$ cat src/rtl/msg_printer_pkg.sv
// Shared types and message ROM for the event message printer.
package msg_printer_pkg;

  typedef enum logic [1:0] {ST_IDLE, ST_LOAD, ST_SEND, ST_WAIT} state_e;
  typedef enum logic {MSG_ALARM, MSG_SW} msg_sel_e;

  localparam int IDX_W = 3;

  // Index 0 is the first byte on the wire.
  localparam logic [0:7][7:0] ALARM_MSG = {8'h41, 8'h4C, 8'h41, 8'h52, 8'h4D, 8'h21, 8'h0D, 8'h0A};
  localparam logic [0:3][7:0] SW_MSG    = {8'h53, 8'h57, 8'h0D, 8'h0A};

  localparam logic [IDX_W-1:0] ALARM_LAST = 3'd7;
  localparam logic [IDX_W-1:0] SW_LAST    = 3'd3;

  function automatic logic [7:0] msg_byte(input msg_sel_e sel, input logic [IDX_W-1:0] idx);
    case (sel)
      MSG_ALARM: msg_byte = ALARM_MSG[idx];
      default:   msg_byte = SW_MSG[idx[1:0]];
    endcase
  endfunction

  function automatic logic [IDX_W-1:0] msg_last(input msg_sel_e sel);
    msg_last = (sel == MSG_ALARM) ? ALARM_LAST : SW_LAST;
  endfunction

endpackage

$ cat src/rtl/msg_printer_uart_tx.sv
// 8N1 byte serializer: start bit, 8 data bits LSB first, stop bit.
module uart_tx_byte #(
  parameter int CLKS_PER_BIT = 868
) (
  input  logic       clk,
  input  logic       rst,
  input  logic       start,
  input  logic [7:0] data,
  output logic       tx,
  output logic       done,
  output logic       tx_busy
);

  localparam int CNT_W = (CLKS_PER_BIT > 2) ? $clog2(CLKS_PER_BIT) : 1;
  localparam logic [CNT_W-1:0] CNT_LAST = CNT_W'(CLKS_PER_BIT - 1);
  localparam logic [CNT_W-1:0] CNT_DONE = CNT_W'(CLKS_PER_BIT - 2);

  logic [CNT_W-1:0] cnt_q;
  logic [3:0]       bit_q;
  logic [7:0]       sh_q;
  logic             tx_q, done_q, act_q;

  always_ff @(posedge clk or negedge rst) begin
    if (!rst) begin
      cnt_q  <= '0;
      bit_q  <= '0;
      sh_q   <= '0;
      tx_q   <= 1'b1;
      done_q <= 1'b0;
      act_q  <= 1'b0;
    end else begin
      // Registered one cycle early so done is high during the last stop-bit cycle.
      done_q <= act_q && (bit_q == 4'd9) && (cnt_q == CNT_DONE);
      if (!act_q) begin
        if (start) begin
          act_q <= 1'b1;
          tx_q  <= 1'b0;
          sh_q  <= data;
          bit_q <= '0;
          cnt_q <= '0;
        end
      end else if (cnt_q != CNT_LAST) begin
        cnt_q <= cnt_q + 1'b1;
      end else begin
        cnt_q <= '0;
        if (bit_q == 4'd9) begin
          act_q <= 1'b0;
          bit_q <= '0;
        end else begin
          bit_q <= bit_q + 4'd1;
          if (bit_q == 4'd8) begin
            tx_q <= 1'b1;
          end else begin
            tx_q <= sh_q[0];
            sh_q <= {1'b0, sh_q[7:1]};
          end
        end
      end
    end
  end

  assign tx      = tx_q;
  assign done    = done_q;
  assign tx_busy = act_q;

endmodule

$ cat src/rtl/msg_printer.sv
// Queues fixed ASCII messages for switch/alarm pulses and prints them over UART.
module msg_printer
  import msg_printer_pkg::*;
#(
  parameter int CLK_FREQ = 100_000_000,
  parameter int BAUD     = 115200
) (
  input  logic clk,
  input  logic rst,
  input  logic trig_sw,
  input  logic trig_alarm,
  output logic tx,
  output logic busy
);

  localparam int CLKS_PER_BIT = CLK_FREQ / BAUD;

  state_e           state_q;
  msg_sel_e         sel_q;
  logic [IDX_W-1:0] idx_q;
  logic             pend_alarm_q, pend_alarm_d;
  logic             pend_sw_q, pend_sw_d;
  logic             start_q, busy_q;
  logic             ser_done, ser_busy;
  logic             clr_alarm, clr_sw;

  // Alarm wins when both are pending; a same-cycle trigger re-arms a cleared flag.
  assign clr_alarm    = (state_q == ST_IDLE) && pend_alarm_q;
  assign clr_sw       = (state_q == ST_IDLE) && !pend_alarm_q && pend_sw_q;
  assign pend_alarm_d = (pend_alarm_q && !clr_alarm) || trig_alarm;
  assign pend_sw_d    = (pend_sw_q && !clr_sw) || trig_sw;

  always_ff @(posedge clk or negedge rst) begin
    if (!rst) begin
      pend_alarm_q <= 1'b0;
      pend_sw_q    <= 1'b0;
    end else begin
      pend_alarm_q <= pend_alarm_d;
      pend_sw_q    <= pend_sw_d;
    end
  end

  always_ff @(posedge clk or negedge rst) begin
    if (!rst) begin
      state_q <= ST_IDLE;
      sel_q   <= MSG_ALARM;
      idx_q   <= '0;
      start_q <= 1'b0;
      busy_q  <= 1'b0;
    end else begin
      case (state_q)
        ST_IDLE: begin
          if (pend_alarm_q || pend_sw_q) begin
            sel_q   <= pend_alarm_q ? MSG_ALARM : MSG_SW;
            state_q <= ST_LOAD;
            start_q <= 1'b1;
            busy_q  <= 1'b1;
          end
        end
        ST_LOAD: begin
          start_q <= 1'b0;
          state_q <= ST_SEND;
        end
        ST_SEND: begin
          if (ser_done) begin
            if (idx_q == msg_last(sel_q)) begin
              state_q <= ST_WAIT;
            end else begin
              idx_q   <= idx_q + 1'b1;
              state_q <= ST_LOAD;
              start_q <= 1'b1;
            end
          end
        end
        default: begin
          idx_q   <= '0;
          state_q <= ST_IDLE;
          busy_q  <= 1'b0;
        end
      endcase
    end
  end

  uart_tx_byte #(.CLKS_PER_BIT(CLKS_PER_BIT)) u_tx (
    .clk    (clk),
    .rst    (rst),
    .start  (start_q && !ser_busy),
    .data   (msg_byte(sel_q, idx_q)),
    .tx     (tx),
    .done   (ser_done),
    .tx_busy(ser_busy)
  );

  assign busy = busy_q;

endmodule

$ cat config.mk
export PLATFORM = sky130hd
export DESIGN_NAME = msg_printer
export DESIGN_NICKNAME = d
export VERILOG_FILES = /design/src/rtl/msg_printer_pkg.sv /design/src/rtl/msg_printer_uart_tx.sv /design/src/rtl/msg_printer.sv
export SDC_FILE = /design/constraint.sdc
export NUM_CORES = 1
export LEC_CHECK = 0
export ABC_AREA = 1
export CAP_MARGIN = 15
export CORE_UTILIZATION = 57
export CTS_CLUSTER_DIAMETER = 40
export DETAILED_ROUTE_END_ITERATION = 16
export DONT_BUFFER_PORTS = 1
export PLACE_DENSITY = 0.72
export SLEW_MARGIN = 20
export SYNTH_ARGS = -nofsm -noshare
export SYNTH_HDL_FRONTEND = slang
export SYNTH_SLANG_ARGS = --single-unit
$ cat constraint.sdc
create_clock -name clk -period 1.3 [get_ports clk]
set_input_delay 0 -clock clk [delete_from_list [all_inputs] [get_ports clk]]
set_output_delay 0 -clock clk [all_outputs]
set_load 0.05 [all_outputs]
==> impl_metrics.py <==
metrics = {
    "clocking": {
        "htreeDepth": 2,
        "clock_path_buffers": 2,
        "clkSlewWorstSetupHoldPaths_ps": 110,
        "clock_sinks": 34,
        "cts_tree": "done",
        "cts-root-buf": "clkbuf_4",
        "cts_made_buffers": 5,
        "clock_latency_ps": 350,
    },
    "worst_setup_path": {
        "critPathTopFamily": "flip-flops",
        "endpoint_kind": "flop",
        "path_buf_inv": 2,
        "r2r-start": "state_q[1]$_DFFE_PN0P_",
        "max_stage_delay_ps": 450,
        "cp-startpoint": "state_q[1]$_DFFE_PN0P_",
        "critPathArrivalTime_ps": 1820,
        "r2r_slack_ps": -280,
        "crit_chain": "inv_2 -> ha_4 -> inv_4 -> nor2_4 -> a21oi_4 -> nand3b_1 -> nand2_1 -> o21ai_1",
        "crit_type": "reg -> reg",
        "slowest_stage": "dfrtp_1",
        "cp.required_ps": 1540,
        "worstPathMaxFanout": 4,
        "start_kind": "flop",
    },
    "floorplan": {
        "initial_core_util_pct": 61.2,
        "ios": 6,
        "core-area_um2": 3420,
        "die-area_um2": 3920,
        "die_x_um": 62.6,
        "num_rows": 21,
        "dieHeight_um": 62.6,
    },
    "global_routing": {
        "first_global_vias": 1789,
        "antenna_found_initial": 0,
        "grt_max_degree": 35,
        "grtUsageTotal_pct": 27.0,
        "grt_pass1_wl_um": 8160,
        "overflow": 0,
    },
    "detailed_routing": {
        "drt_wl_total_um": 6040,
        "met1_length_um": 2470,
        "drt_iter0_drc": 163,
        "routed_via_density": 5.58,
        "met3_length_um": 291,
        "drc": 0,
        "wl_per_cell_um": 16.8,
        "first_pass_iters": 6,
        "top_layer": "met4",
        "antenna_left": 0,
        "dr_wl_met2_um": 3100,
        "vias": 2009,
    },
    "cells_and_area": {
        "n_antenna_cell": 0,
        "layout-drive-gt1-share_pct": 42.0,
        "fillCellCount": 190,
        "regArea_um2": 855,
        "final_util_pct": 85.4,
        "stdcell_count": 360,
        "final_area_um2": 2920,
        "multi_input_area_um2": 1350,
        "nets": 331,
        "syn_to_final_growth_pct": 39.5,
    },
    "yosys": {
        "ys_ff_latch": 34,
        "synth_cell_type_count": 30,
        "syn-num-nets": 274,
        "syn_area_um2": 2090,
        "ys_seq_area_share_pct": 40.7,
        "synth_area_per_cell_um2": 8.17,
        "synthCells": 256,
        "yosys_warnings": 0,
    },
    "status": {
        "violations": "negative setup slack",
        "outcome": "finished with violations",
    },
    "sta": {
        "finalCriticalPeriod_ps": 1580,
        "max_slew_margin_pct": 77.6,
        "setup_viol_count_final": 26,
        "rsz0062_at_grt": "yes",
        "worstMarginPinSlew_ps": 336,
        "setup_ws_ps": -275,
        "period_share_pct": 121,
        "max_freq_mhz": 635,
        "finalHoldViolCount": 0,
        "maxSlewViolCount": 0,
        "fin_worst_skew_ps": 8.37,
    },
    "power_and_ir_drop": {
        "peakVddDrop_v": 0.000568,
        "leakage_nw": 1.41,
        "power_density_nw_per_um2": 598,
    },
    "placed_design": {
        "dp_cells": 331,
        "place_area_um2": 2410,
        "io_buffers": 0,
        "gp_congestion": 0.851,
        "dp_hpwl_um": 3200,
    },
    "min_path": {
        "hold_class": "in -> async",
    },
    "flow_run": {
        "maxCapViolations": 0,
    },
}
cell usage after synthesis:
library cell   n  area share [%]
a21oi_1        6             1.4
a31oi_1        1            0.30
buf_12         1            0.96
buf_2          1            0.24
buf_6          1            0.54
dfrtp_1       33              39
dfstp_2        1             1.3
ha_1          14             8.4
inv_1         28             5.0
inv_2          3            0.54
nand2_1       70              13
nand2_2        3            0.90
nand2_4        5             2.7
nand3_1       21             5.0
nand3_2        5             2.4
nand3_4        1            0.84
nand3b_1       2            0.72
nand4_1        6             1.8
nor2_1         9             1.6
nor2_2         3            0.90
nor2_4         3             1.6
nor3_1         2            0.48
o21a_1         1            0.36
o21ai_0       20             4.8
o21ai_1        3            0.72
o21bai_1       4             1.4
o22ai_1        5             1.5
or2_1          1            0.30
xnor2_1        1            0.42
xor2_1         2            0.84
logic make-up (layout without fill, tap and decap cells):
logic type	after synthesis	in the layout	synth area share, %
xor+xnor	3	3	1.26
simple gates	131	131	31.8
flops	34	34	40.7
fa+ha+maj	14	14	8.37
buf+inv	34	92	7.30
compound gates	40	40	10.5
worst paths after layout:
path	to	cells after the start
worst min-delay path	u_tx.sh_q[6]$_DFFE_PN0P_	2
min in group clk	pend_sw_q$_DFF_PN0_	2
worst max register to register	start_q$_DFFE_PN0P_	8
worst max-delay path	start_q$_DFFE_PN0P_	8
max in group asynchronous	u_tx.tx$_DFFE_PN1P_	2
worst min register to register	u_tx.tx$_DFFE_PN1P_	2
final cells by class:
type / instances / area share, %
clock buffer: 8 / 2.02
inverter: 31 / 4.16
multi-input combinational: 188 / 46.2
sequential: 34 / 29.3
tap: 46 / 1.97
timing repair buffer: 53 / 16.4
sequential cells by signal (all words and copies together), names as in the netlist:
signal and cells:
u_tx.bit_q 4, sel_q 1, u_tx.cnt_q 10, u_tx.tx 1, u_tx.done 1, busy 1, idx_q 3, state_q 2
start_q 1, u_tx.sh_q 7, pend_alarm_q 1, pend_sw_q 1, u_tx.tx_busy 1
placed cells by master, fill, tap and decap left out, types with 5 or more instances in the layout:
| master | n |
|---|---|
| nand2_1 | 53 |
| buf_4 | 40 |
| dfrtp_1 | 31 |
| inv_1 | 22 |
| nand2_2 | 18 |
| nand3_2 | 15 |
| o21ai_1 | 14 |
| nand3_1 | 10 |
| o21ai_0 | 8 |
| inv_2 | 7 |
| ha_1 | 7 |
| nor2_4 | 6 |
| nand4_1 | 6 |
| buf_6 | 6 |
| nor2_1 | 5 |
| clkbuf_4 | 5 |
repair_timing:
item                                    4_1_cts  5_1_grt
endpoints found under the hold margin        36        0
gates resized for setup                      26       50
pin swaps                                    15       23
gates cloned                                  0        0
buffers inserted                              6       12
endpoints found under the setup margin       12       27
hold buffers                                  4        0
layer usage:
layer	GRT usage (%)	vias up
met5	0	-
met4	10.2	0
met3	5.47	18
met2	44.7	70
met1	34.6	968
li1	-	953
per-stage QoR:
step / setup WS, ps / setup TNS [ps] / power [mW] / hold WS [ps]
final: -275 / -2350 / 1.75 / 92.5
after CTS: -20.0 / -58.1 / 1.75 / 77.5
after global routing: -316 / -3860 / 1.79 / 98.8
after floorplan: -13.7 / -13.7 / 1.08 / -296
after global placement: -25.8 / -25.8 / 1.08 / -295
after detailed placement: -133 / -320 / 1.08 / -295
report_power, final:
part / internal (mW) / switching [mW] / total, mW
Combinational: 0.0131 / 0.0229 / 0.0361
Sequential: 1.06 / 0.000000000000000156 / 1.06
Clock: 0.267 / 0.386 / 0.653
Total: 1.34 / 0.409 / 1.75
(Power assumes the default switching activity.)
